`config.mk`:
```
export PLATFORM = sky130hd
export DESIGN_NAME = cbx_param_dbuf_flat
export DESIGN_NICKNAME = d
export VERILOG_FILES = /design/src/rtl/cbx_param_dbuf_if.sv /design/src/rtl/cbx_param_dbuf.sv /design/src/flat_wrapper.sv
export SDC_FILE = /design/constraint.sdc
export NUM_CORES = 1
export LEC_CHECK = 0
export CAP_MARGIN = 20
export CORE_ASPECT_RATIO = 1.5
export CORE_MARGIN = 2
export CORE_UTILIZATION = 45
export DETAILED_ROUTE_END_ITERATION = 12
export PLACE_DENSITY = 0.75
export SYNTH_ARGS = -nofsm -noshare
export SYNTH_HDL_FRONTEND = slang
export SYNTH_SLANG_ARGS = --single-unit
```
`constraint.sdc`:
```
create_clock -name prog_clk -period 2.04 [get_ports prog_clk]
set_clock_uncertainty 0.15 [all_clocks]
set_input_delay 0.306 -clock prog_clk [delete_from_list [all_inputs] [get_ports prog_clk]]
set_output_delay 0.306 -clock prog_clk [all_outputs]
set_load 0.01 [all_outputs]
```
`src/rtl/cbx_param_dbuf_if.sv`:
```
// cbx_param_dbuf_if: channel, pin and configuration-chain signals of one connection block
interface cbx_param_dbuf_if #(
  parameter int W = 13,
  parameter int N_IPIN = 8
);
  logic [W-1:0] chanx_left_in, chanx_right_in, chanx_left_out, chanx_right_out;
  logic [N_IPIN-1:0] ipin_out;
  logic ccff_head, ccff_en, cfg_commit, ccff_tail, cfg_active, cfg_err;
  modport master (
    output chanx_left_in, chanx_right_in, ccff_head, ccff_en, cfg_commit,
    input chanx_left_out, chanx_right_out, ipin_out, ccff_tail, cfg_active, cfg_err
  );
  modport slave (
    input chanx_left_in, chanx_right_in, ccff_head, ccff_en, cfg_commit,
    output chanx_left_out, chanx_right_out, ipin_out, ccff_tail, cfg_active, cfg_err
  );
endinterface

```
`src/rtl/cbx_param_dbuf.sv`:
```
// cbx_param_dbuf: parametrised connection block with a double-buffered, bit-counted config chain
module cbx_param_dbuf #(
  parameter int W = 13,
  parameter int N_IPIN = 8,
  parameter int MUX_SIZE = 4,
  parameter int TRACK_STEP = 3,
  parameter int TRACK_OFFSET = 1
) (
  input logic prog_clk,
  input logic pReset,
  cbx_param_dbuf_if.slave bus
);
  localparam int SEL_W = $clog2(MUX_SIZE);
  localparam int CHAIN_LEN = N_IPIN * SEL_W;
  localparam int CNT_W = $clog2(CHAIN_LEN + 2);
  localparam int PAD = 1 << SEL_W;
  logic [CHAIN_LEN-1:0] s, a;
  logic [CNT_W-1:0] cnt;
  logic act, err, accept;
  assign accept = bus.cfg_commit && !bus.ccff_en && cnt == CNT_W'(CHAIN_LEN);
  always_ff @(posedge prog_clk)
    if (!pReset) begin
      s <= '0;
      a <= '0;
      cnt <= '0;
      act <= 1'b0;
      err <= 1'b0;
    end else begin
      if (bus.ccff_en) begin
        s <= CHAIN_LEN'({s, bus.ccff_head});
        cnt <= cnt == CNT_W'(CHAIN_LEN + 1) ? cnt : cnt + 1'b1;
      end
      // a commit always restarts the count, even when it collides with a shift
      if (bus.cfg_commit) begin
        cnt <= '0;
        err <= !accept;
        if (accept) begin
          a <= s;
          act <= 1'b1;
        end
      end
    end
  assign bus.chanx_left_out = bus.chanx_right_in;
  assign bus.chanx_right_out = bus.chanx_left_in;
  assign bus.ccff_tail = s[CHAIN_LEN-1];
  assign bus.cfg_active = act;
  assign bus.cfg_err = err;
  for (genvar k = 0; k < N_IPIN; k++) begin : g_pin
    logic [PAD-1:0] m;
    logic [SEL_W-1:0] sel;
    assign sel = a[k*SEL_W +: SEL_W];
    // selects beyond MUX_SIZE land on zero-tied padding inputs
    for (genvar j = 0; j < PAD; j++) begin : g_in
      localparam int T = (k * TRACK_OFFSET + (j / 2) * TRACK_STEP + 3) % W;
      if (j < MUX_SIZE) begin : g_used
        assign m[j] = (j % 2) ? bus.chanx_right_in[T] : bus.chanx_left_in[T];
      end else begin : g_pad
        assign m[j] = 1'b0;
      end
    end
    assign bus.ipin_out[k] = act & m[sel];
  end
endmodule

```
`src/flat_wrapper.sv`:
```
// flat-port wrapper written by rule: the top's interface ports become plain ports
module cbx_param_dbuf_flat 
#(
  parameter int W = 13,
  parameter int N_IPIN = 8,
  parameter int MUX_SIZE = 4,
  parameter int TRACK_STEP = 3,
  parameter int TRACK_OFFSET = 1
)
  (prog_clk, pReset, bus_chanx_left_in, bus_chanx_right_in, bus_ccff_head, bus_ccff_en, bus_cfg_commit, bus_chanx_left_out, bus_chanx_right_out, bus_ipin_out, bus_ccff_tail, bus_cfg_active, bus_cfg_err);
  cbx_param_dbuf_if #(.W(W), .N_IPIN(N_IPIN)) bus_i ();
  input logic prog_clk;
  input logic pReset;
  input wire logic [$bits(bus_i.chanx_left_in)-1:0] bus_chanx_left_in;
  input wire logic [$bits(bus_i.chanx_right_in)-1:0] bus_chanx_right_in;
  input wire logic [$bits(bus_i.ccff_head)-1:0] bus_ccff_head;
  input wire logic [$bits(bus_i.ccff_en)-1:0] bus_ccff_en;
  input wire logic [$bits(bus_i.cfg_commit)-1:0] bus_cfg_commit;
  output wire logic [$bits(bus_i.chanx_left_out)-1:0] bus_chanx_left_out;
  output wire logic [$bits(bus_i.chanx_right_out)-1:0] bus_chanx_right_out;
  output wire logic [$bits(bus_i.ipin_out)-1:0] bus_ipin_out;
  output wire logic [$bits(bus_i.ccff_tail)-1:0] bus_ccff_tail;
  output wire logic [$bits(bus_i.cfg_active)-1:0] bus_cfg_active;
  output wire logic [$bits(bus_i.cfg_err)-1:0] bus_cfg_err;
  assign bus_i.chanx_left_in = bus_chanx_left_in;
  assign bus_i.chanx_right_in = bus_chanx_right_in;
  assign bus_i.ccff_head = bus_ccff_head;
  assign bus_i.ccff_en = bus_ccff_en;
  assign bus_i.cfg_commit = bus_cfg_commit;
  assign bus_chanx_left_out = bus_i.chanx_left_out;
  assign bus_chanx_right_out = bus_i.chanx_right_out;
  assign bus_ipin_out = bus_i.ipin_out;
  assign bus_ccff_tail = bus_i.ccff_tail;
  assign bus_cfg_active = bus_i.cfg_active;
  assign bus_cfg_err = bus_i.cfg_err;
  cbx_param_dbuf #(.W(W), .N_IPIN(N_IPIN), .MUX_SIZE(MUX_SIZE), .TRACK_STEP(TRACK_STEP), .TRACK_OFFSET(TRACK_OFFSET)) u_core (.prog_clk(prog_clk), .pReset(pReset), .bus(bus_i));
endmodule
```
==> out/summary.md, run 1 <==
The final reports fail on DRC. Global routing consumed, on the met2 layer, 26.8% of the routing resources. For the final-layout worst hold slack, the log shows 0.311 ns. The largest individual stage delay along the critical path comes from the cell mux4_2.

The class of the tightest hold or removal check was reg2reg. The endpoint required time on the critical path is 1.58 ns, and the average detailed-routed wire length per instance is 13.1 µm. The logs give 7 for the detailed-route DRC error count and 0 for the post-CTS setup buffer count. Maximum level of the CTS H-tree: 2.

The run gives 0 as the count of antenna diodes in the layout. Along the worst path, the maximum fanout reaches 2. The core region is 0.00428 mm². The launching point of the worst reg2reg path was u_core.cnt[0]. The logs give 267 for the final layout net count and 0.933 nW for the leakage power summed over all cells. The number of hold-slack violations in the final timing report was 0.

Reg-to-reg endpoint: u_core.bus.cfg_active. In this run the most used layer during global routing was met2. The met1 usage in global routing is 17.4%, and the count of warnings emitted by yosys is 0. The buffer depth of the longest clock path is 2, and the met3 routing resource usage after global routing is 4.68%.

Clock-pin slew was measured on the worst setup and hold paths at 0.07 ns. The count of final max-slew check failures was 0; the setup total negative slack was 0 ns. The largest incremental delay on the critical path was 0.47 ns; the combined buffer and inverter count along the critical path was 1. The maximum clock frequency is 0.505 GHz. Measured along the x axis, the die boundary spans 58.8 µm. Grouping stages by cell kind, the critical path spends the most delay in multiplexers. Setup repair after global routing left no endpoint under its margin. The path depth of the worst reg2reg path was 5. The HPWL after detailed placement is 2660 µm. The distinct cell type count after synthesis is 25, and the wire length of the first global-routing pass is 6100 µm. The hold path startpoint was u_core.a[13].

The logic depth of the worst setup path including buffers was 3; the starting density of the core was 47.3%. At the later pin of the worst-skew pair, clock insertion delay measures 0.29 ns. In the routed layout, each cell is associated on average with a via count of 5.13.

The mean area per synthesized cell came out at 10.1 µm². The number of buffer cells added on primary ports is 59, and the maximum vdd ir drop is 0.000469 V. In this run, the number of DRC markers left after iteration 0 of detailed routing was 28. After synthesis the cells add up to 0.00202 mm².

Across all register-to-register paths, the minimum setup slack is 0.56 ns. At the pin with the least slew margin, the transition time is 0.348 ns. Area of the die: 0.00506 mm².

Counting every sink on the clock net gives 39. The run gives 68 as the total I/O pin count. The count of cells along the worst hold path is 2, and the net count of the mapped netlist is 235.

For the total CTS buffers, the log shows 5. TritonCTS built the clock tree. The run gives 0 as the number of antenna violations at the first check in global routing. For this design the ratio of total power to cell area is 574 mW/mm².

The overall routed net length is 3650 µm. STA classifies the critical path startpoint as a flop. The worst pin sits at a relative slew slack of 76.8%. The first detailed-routing pass ran for 8 iterations.

In the global route stage, overall resource usage came out at 15.4%. The library cells used most frequently in the layout, excluding fill and tap cells, are clkdlybuf4s50_1 (41), dfxtp_1 (37), nand2_1 (36). The routability congestion estimate from global placement was 0.715; the share of final-layout standard cells stronger than drive strength 1 was 11.5%.

Entering global routing, the biggest net connects 51 pins. The worst setup path category is reg2out. The tools report the number of cell rows as 29.

The number of global-route vias before repair is 1,345, and the post-synthesis register bit count is 39. The clock period could shrink to 1.98 ns. Setup violations remaining at the end of the flow were counted as 0. The die outline height was 86.1 µm.

Clock root buffer master: clkbuf_8. The tools report the hold path endpoint as u_core.a[13]. The signal on the critical path passes through mux4_2, and2_1, dlygate4sd2_1. The number of instances in the synthesized netlist is 201, and the number of vias after detailed routing is 1,436.

Of the available clock period, the critical path in the final layout requires 97.0%. The run gives 38.6% as the sequential share of the synthesized area. The endpoint type of the worst setup path was a primary output.

The total global routing overflow is 0. At the worst endpoint, the arrival time is 1.52 ns. The detail route stage leaves a number of antenna-violating nets equal to 0. Leaving out fill and tap cells, the most frequent cell in the layout is clkdlybuf4s50_1. From synthesis to final layout, the design area changed by 23.2%.

The tool flagged a number of max-cap violations equal to 0. The run finished, with violations left.
## synth_stat cells
master	count	area share, %
and2_1	8	2.5
nand2b_1	1	0.31
buf_2	2	0.49
o21ai_0	1	0.25
nand4_1	4	1.2
buf_6	2	1.1
xor2_1	2	0.87
nor2_1	3	0.56
nor4b_2	1	0.74
a21oi_1	1	0.25
clkbuf_1	6	1.1
buf_12	1	0.99
buf_4	26	9.6
nand4bb_1	1	0.56
dfxtp_1	39	39
o21a_1	1	0.37
nand4b_1	1	0.43
mux2i_1	32	16
nand2_1	36	6.7
a211o_1	2	0.87
ha_1	3	1.9
nor2b_1	17	5.3
mux4_2	8	8.9
and3_1	1	0.31
inv_1	2	0.37
## worst reg2reg max path: cells and delay by family, from the launching register on
kind                     cells  cell delay (ns)
buffers and inverters        2             0.26
adder cells (fa/ha/maj)      1             0.19
flip-flops                   1             0.41
AND/OR/NAND/NOR              1             0.19
AO/OA/AOI/OAI                1             0.18
## through the flow
step           total power [mW]  area (µm²)  instances  setup WS [ns]  util [%]
6_report                   1.43        2490        280         0.0613      58.3
5_1_grt                    1.50        2490        280         0.0146      58.3
4_1_cts                    1.45        2520        280       0.000543      58.9
3_5_place_dp              0.971        2450        272         -0.290      57.2
3_3_place_gp              0.969        2450        272         -0.263      57.2
2_1_floorplan             0.896        2020        201          0.537         -
## report_power, final
group / switching (mW) / total, mW / internal, mW
registers: 0.00412 / 0.770 / 0.766
clock network: 0.247 / 0.486 / 0.240
logic: 0.0677 / 0.176 / 0.108
## registers in the layout, summed over array words and instances, names as in the netlist
signal and count:
u_core.bus.cfg_err 1, u_core.bus.cfg_active 1, u_core.cnt 5, u_core.s 16, u_core.a 16
## metal layers
metal  share of wire, %  up-vias
met5                  0        -
met4                1.4        0
met3                6.4        6
met2                 52       35
met1                 40      676
li1                   -      719
## worst max-delay path by stage
stage / end / slack (ns) / startpoint
after detailed placement: bus_ipin_out[0] / -0.29 / bus_chanx_right_in[6]
after global routing: bus_ipin_out[3] / 0.01 / u_core.a[6]
after global placement: bus_ipin_out[4] / -0.26 / bus_chanx_right_in[10]
after floorplan: u_core.a[10] / 0.54 / bus_ccff_en
final: bus_ipin_out[3] / 0.06 / u_core.a[6]
after CTS: bus_ipin_out[5] / 0.0005 / bus_chanx_right_in[11]
## repair_timing
item	4_1_cts	5_1_grt
hold buffers	0	0
gates resized for setup	27	9
endpoints found under the setup margin	8	8
## kinds of logic after synthesis
kind of cell	Yosys count	share of synthesized area [%]
AOI/OAI and AO/OA	5	1.73
xor gates and xnor gates	2	0.865
adders and majority gates	3	1.85
buffers and inverters	39	13.7
DFF	39	38.6
muxes	40	24.7
and+or+nand+nor	73	18.5
## area by class of cell
cell class	count	area, µm²
sequential	39	783
multi-input combinational	123	966
timing repair buffer	62	599
tap	46	57.6
clock inverter	1	5.00
clock buffer	7	76.3
inverter	2	7.51
fill	409	1790
Note: power is estimated with default switching activity, not from simulation.
==> run 2, diff against run 1 <==
- ABC_AREA: not set -> 1
- CAP_MARGIN: 20 -> 15
- PLACE_DENSITY: 0.75 -> 0.74
==> out/summary.md, run 2 <==
The run finished with clean final reports. The run gives 0 (unchanged) as the number of hold-slack violations in the final timing report. Total CTS buffers: 5 (unchanged). The largest individual stage delay along the critical path comes from the cell clkdlybuf4s50_1. The share of async-settable or async-resettable flops after synthesis is 0% (unchanged).

The count of final max-slew check failures was 0 (unchanged); the share of final-layout standard cells stronger than drive strength 1 was 4.48% (-7.1 points). Class of the tightest hold or removal check: reg2reg. The run gives 0 (-7) as the detailed-route DRC error count. The run gives 0.741 (+3.7%) as the routability congestion estimate from global placement. The number of buffer cells added on primary ports is 59 (unchanged).

TritonCTS built the clock tree. The area share of the largest cell type after synthesis was 36.4% (-2.1 points). The tools report the pin count of the biggest net entering global routing as 34 (-33%). Transition at the pin with the smallest max-transition slack: 0.364 ns (+0.0162 ns). Leaving out fill and tap cells, the most frequent cell in the layout is inv_1. The run gives 47.2% (-0.12 points) as the starting density of the core. The commonest cells after synthesis are inv_1 (65), nand2_1 (47), dfxtp_1 (39).

DRC violation total after the first TritonRoute iteration: 77 (+180%). The post-synthesis register bit count was 39 (unchanged). The largest fanout of any net on the critical path works out to 2 (unchanged).

The clock network latency to the later pin of the worst-skew pair was 0.29 ns (about the same); the mean area per synthesized cell was 6.67 µm² (-34%). Worst setup slack before clock tree synthesis: -0.209 ns (+0.0802 ns). The count of warnings emitted by yosys came out at 0 (unchanged). For the total core area, the log shows 0.00454 mm² (+6.1%). The count of antenna diodes in the layout was 0 (unchanged); the combined buffer and inverter count along the critical path was 3 (+2). The die outline height was 88.5 µm (+2.7%).

The run gives 20 (-20%) as the distinct cell type count after synthesis. In the layout the commonest cells are inv_1 (65), clkdlybuf4s50_1 (51), nand2_1 (47). The largest registers in the layout are u_core.a x16, u_core.s x16, u_core.cnt x5. The final layout net count was 390 (+46%).

The run gives 0 (unchanged) as the total global routing overflow. The cell repeated most along the worst path was a21oi_1. The area of the mapped netlist was 0.00214 mm² (+5.8%); the die span in x was 60.3 µm (+2.7%).

For the total I/O pin count, the log shows 68 (unchanged). The number of vias after detailed routing is 1,961 (+37%). Kind of start point of the critical path: a primary input. The number of synthesized flops with an enable pin works out to 0 (unchanged).

The logs give 413 (+52%) for the cell count after placement and 30 (+3.4%) for the number of cell rows. The TritonCTS sink count came out at 39 (unchanged). The arrival time reported for the critical path endpoint came out at 1.49 ns (-0.03 ns).

The endpoint type of the worst setup path is a primary output. The number of antenna violations at the first check in global routing is 0 (unchanged). The net count of the mapped netlist is 355 (+51%), and the final-layout worst hold slack is 0.319 ns (+0.00750 ns). For the filler cell count, the log shows 440 (+7.6%). For the number of instances in the synthesized netlist, the log shows 321 (+60%).

Gate family responsible for the most delay along the worst path: buffers and inverters. Setup repair after global routing left no endpoint under its margin. The number of detailed-route iterations in the first pass is 4 (-4). The run gives 18.3% (+2.8 points) as the total global-route track usage. The final period utilization is 95.2% (-1.8 points). The tools report the number of global-route vias before repair as 1,838 (+37%). The leakage power summed over all cells was 1.19 nW (+27%). The HPWL reported at the end of detailed placement is 3380 µm (+27%), and the overall routed net length is 4430 µm (+21%). The largest incremental delay on the critical path is 0.48 ns (about the same), and the post-synthesis to final-layout area growth is 26.6%.

The run gives 36.4% (-2.1 points) as the sequential share of the synthesized area. The logs give 0.00534 mm² (+5.5%) for the area of the die and 421 (+50%) for the non-filler instance count after layout. Clock tree synthesis selected as its root buffer the cell clkbuf_8. The power density relative to cell area is 618 mW/mm² (+7.7%), and the smallest setup slack after layout is 0.0976 ns (+0.0363 ns). For the hold-fix buffer count after cts, the log shows 0 (unchanged). The maximum vdd ir drop was 0.000522 V (+11%). The number of setup violations in the final report was 0 (unchanged). Among all flip-flop cells after synthesis, the most frequent one is dfxtp_1.

The tools report the remaining antenna violation count after routing as 0 (unchanged). By instance count, the leading cell after synthesis is inv_1. The run gives 1.58 ns (about the same) as the endpoint required time on the critical path. The critical path is of the in2out type.

The signal on the critical path passes through clkdlybuf4s50_1, inv_1, a21oi_1, o21ai_0, a21oi_1, dlygate4sd2_1. The run gives 0 (unchanged) as the max capacitance violation total. The maximum level of the CTS H-tree came out at 2 (unchanged). After synthesis, the cell types taking the most area are dfxtp_1 (36%), inv_1 (11%), buf_4 (9.5%). The run gives 7580 µm (+24%) as the wire length of the first global-routing pass.

Summed over all instances, the cell type with the most area after synthesis is dfxtp_1. The maximum clock frequency was 0.515 GHz (+1.9%). The worst relative slew slack is 75.7% (-1.2 points), and the average detailed-routed wire length per instance is 10.5 µm (-19%).

The clock edge transition at the registers on the reported setup and hold paths came out at 0.08 ns (about the same). The post-route minimum period came out at 1.94 ns (-0.0363 ns). The number of vias per cell is 4.66 (-9.2%), and the buffer depth of the longest clock path is 2 (unchanged).
run 2: cell count changes after synthesis, sizes merged, moves of 2 or more:
cell,change
inv,+63
nor2,+34
nand2,+11
nor2b,-17
and2,-8
clkbuf,-2
o211ai,+3
mux4,-8
a211o,-2
xor2,-2
nand3,+18
mux2i,-32
o21ai,+31
a21oi,+34
run 2: cells by family (layout without fill, tap and decap cells):
kind of cell,Yosys count,count (layout),share of synthesized area [%]
compound gates,71,71,17.1
buf+inv,102,138,23.1
flops,39,39,36.4
simple gates,106,106,21.6
fa+ha+maj,3,3,1.75
run 2: worst register-to-register path, stage by stage (launching register included):
cell     delay, ns
dfxtp_1       0.36
inv_1         0.08
ha_1          0.21
nand2_1       0.11
nor3_4        0.12
buf_4         0.22
nand3_1       0.11
nand2_1       0.08
nor2_1        0.04
run 2: cell type report:
type	instances	area (µm²)	area share, %
Timing Repair Buffer	64	621	22.9
Clock buffer	6	82.6	3.04
Inverter	66	248	9.13
Tap cell	64	80.1	2.95
Multi-Input combinational cell	180	866	31.9
Clock inverter	2	35.0	1.29
Sequential cell	39	781	28.8
run 2: power by group:
group	switching (mW)	internal, mW	leakage [nW]
Combinational	0.0978	0.117	0.808
Sequential	0.0120	0.784	0.318
Clock	0.270	0.396	0.0612
run 2: per-stage QoR:
stage	power [mW]	instance area, µm²	util (%)	setup TNS, ns
2_1_floorplan	0.941	2140	-	0
3_3_place_gp	1.03	2600	57.3	-1.17
3_5_place_dp	1.03	2600	57.3	-1.31
4_1_cts	1.69	2710	59.7	0
5_1_grt	1.74	2710	59.7	0
6_report	1.68	2710	59.7	0
run 2: timing repair:
item,CTS,global route
endpoints found under the setup margin,8,2
pin swaps,0,0
setup buffers,0,0
resized for setup,8,2
run 2: final timing paths:
check,start,endpoint,slack [ns],cells past startpoint
setup / recovery,bus_chanx_left_in[7],bus_ipin_out[1],0.1,6
hold reg to reg,u_core.s[1],u_core.s[2],0.32,2
setup reg to reg,u_core.cnt[0],u_core.a[5],0.47,8
hold / removal,u_core.s[1],u_core.s[2],0.32,2
run 2: routing by layer:
layer	track usage, %	wire length (µm)
met5	0	0
met4	5.66	59
met3	4.39	215
met2	33.0	2270
met1	20.6	1880
==> run 3, diff against run 2 <==
- CORE_MARGIN: 2 -> 1
==> out/summary.md, run 3 (synthesis gave the netlist of run 2 again) <==
The flow ran to the end, and the final reports show no timing, DRC or antenna violations. The worst setup path category is in2out. The final-layout worst hold slack is 0.321 ns (+0.00243 ns). The post-CTS setup buffer count is 0 (unchanged), and the arrival time reported for the critical path endpoint is 1.48 ns (about the same). Setup repair after global routing left no endpoint under its margin.

The run gives 0 (unchanged) as the count of antenna diodes in the layout. The count of final max-slew check failures was 0 (unchanged); the max capacitance violation total was 0 (unchanged). The largest fanout of any net on the critical path works out to 2 (unchanged). The total core area was 0.00454 mm² (unchanged); the area taken by flip-flops and latches was 781 µm² (unchanged).

The remaining antenna violation count after routing is 0 (unchanged). Filler cell count: 440 (unchanged). The area of combinational cells with multiple inputs came out at 866 µm² (unchanged). The largest incremental delay on the critical path was 0.48 ns (about the same); the smallest setup slack after layout was 0.101 ns (+0.00377 ns). The post-route minimum period is 1.94 ns (-0.00377 ns), and the setup total negative slack is 0 ns (unchanged). The die outline height works out to 86.5 µm (-2.3%). The HPWL reported at the end of detailed placement was 3250 µm (-3.6%); the TritonCTS sink count was 39 (unchanged). In the layout the commonest cells are inv_1 (65), clkdlybuf4s50_1 (51), nand2_1 (47). The area of the die is 0.00505 mm² (-5.5%), and the leakage power summed over all cells is 1.18 nW (-0.71%). The number of vias per cell is 4.54 (-2.6%), and the maximum vdd ir drop is 0.000482 V (-7.6%).

The clock network latency to the later pin of the worst-skew pair was 0.29 ns (about the same). The tools report the endpoint required time on the critical path as 1.58 ns (about the same). Class of the tightest hold or removal check: reg2reg.

Final period utilization: 95.0% (-0.18 points). The share of final-layout standard cells stronger than drive strength 1 was 5.03% (+0.55 points); the total global-route track usage was 18.6% (+0.37 points). The total CTS buffers is 5 (unchanged), and the final layout net count is 391 (+0.26%).

The number of antenna violations at the first check in global routing is 0 (unchanged), and the maximum clock frequency is 0.516 GHz (+0.19%). Leading cell type in the layout, fill and taps excluded: inv_1. The average detailed-routed wire length per instance is 10.3 µm (-1.5%), and the combined buffer and inverter count along the critical path is 3 (unchanged). The run gives 4370 µm (-1.3%) as the overall routed net length. The die span in x was 58.3 µm (-3.3%); the pin count of the biggest net entering global routing was 34 (unchanged). The tools report the endpoint type of the worst setup path as a primary output. The DRC violation total after the first TritonRoute iteration was 47 (-39%). The number of detailed-route iterations in the first pass came out at 4 (unchanged). The run gives 0.47 ns (about the same) as the slack of the worst reg-to-reg path. The number of buffer cells added on primary ports came out at 59 (unchanged). The largest individual stage delay along the critical path comes from the cell clkdlybuf4s50_1. TritonCTS built the clock tree. Power density relative to cell area: 587 mW/mm² (-5.0%).

On the critical path the largest part of the delay comes from buffers and inverters. The number of vias after detailed routing is 1,915 (-2.3%). Launching point of the worst reg2reg path: u_core.cnt[0]. The root buffer cell chosen for the clock tree is clkbuf_8.

Traced cell by cell, the critical path runs through clkdlybuf4s50_1, inv_1, a21oi_1, o21ai_0, a21oi_1, dlygate4sd2_1. Startpoint of the most critical setup path: bus_chanx_left_in[10]. The tools report the endpoint of the worst setup timing path as bus_ipin_out[4]. The reg-to-reg endpoint was u_core.a[1].

The run gives 0 (unchanged) as the number of hold-slack violations in the final timing report. The detailed-route DRC error count is 0 (unchanged). The clock edge transition at the registers on the reported setup and hold paths was 0.07 ns (about the same).

Counting stages on the worst path, the most repeated cell is a21oi_1. The logic depth of the worst setup path including buffers came out at 6 (unchanged). The run gives 0 (unchanged) as the total global routing overflow.

Buffer depth of the longest clock path: 2 (unchanged). The path depth of the worst reg2reg path is 8 (unchanged). The maximum level of the CTS H-tree was 2 (unchanged); the worst relative slew slack was 79.1% (+3.5 points). Worst setup slack before clock tree synthesis: -0.210 ns (-0.000601 ns).

The transition at the pin with the smallest max-transition slack came out at 0.311 ns (-0.0529 ns). Relative to the synthesized area, the layout overhead comes to 25.8%. The routability congestion estimate from global placement was 0.733 (-1.1%); the wire length of the first global-routing pass was 7230 µm (-4.6%). The kind of start point of the critical path is a primary input.

Starting density of the core: 47.2% (unchanged). The total I/O pin count is 68 (unchanged). The number of cell rows was 30 (unchanged).

The number of setup violations in the final report is 0 (unchanged), and the number of global-route vias before repair is 1,697 (-7.7%). The largest registers in the layout are u_core.a x16, u_core.s x16, u_core.cnt x5.
## run 3: final cells by class
class	count	area share, %
flip-flops and latches	39	29.0
inverters	66	9.20
clock buffers	8	3.72
multi-input cells	180	32.1
repair buffers	65	23.0
well taps	64	2.97
## run 3: repair_timing
item                       CTS  global route
pin swaps                    0             0
hold buffers                 0             0
setup endpoints to repair    8             3
resized for setup            8             5
## run 3: worst min path at each step
| stage | startpoint | end | cells after the start |
|---|---|---|---|
| after CTS | u_core.s[14] | u_core.s[15] | 2 |
| after floorplan | pReset | u_core.bus.cfg_active | 2 |
| after detailed placement | u_core.s[12] | u_core.s[13] | 2 |
| final | u_core.s[14] | u_core.s[15] | 2 |
| after global routing | u_core.s[3] | u_core.s[4] | 2 |
| after global placement | u_core.s[2] | u_core.s[3] | 2 |
## run 3: worst register-to-register path, delay by kind of cell (launching register included)
family	cells	cell delay [ns]
adder cells (fa/ha/maj)	1	0.22
AND/OR/NAND/NOR	5	0.45
flip-flops	1	0.36
buffers and inverters	2	0.31
## run 3: report_power, final
part	internal [mW]	leakage [nW]	total (mW)	switching, mW
clock network	0.308	0.0515	0.570	0.261
logic	0.118	0.810	0.215	0.0974
registers	0.784	0.318	0.797	0.0120
## run 3: metrics by stage
step                total power, mW  instance area, µm²  util, %  instances
floorplan                     0.941                2140        -        321
global placement               1.03                2610     57.5        414
detailed placement             1.03                2610     57.5        414
CTS                            1.60                2700     59.4        422
global route                   1.66                2690     59.3        422
finish                         1.58                2690     59.3        422
## run 3: metal layers
layer,up-vias,track usage [%],part of all wire [%]
li1,1038,-,-
met1,833,21.3,45
met2,38,32.3,49
met3,6,4.33,4.1
met4,0,8.44,2.0
met5,-,0,0
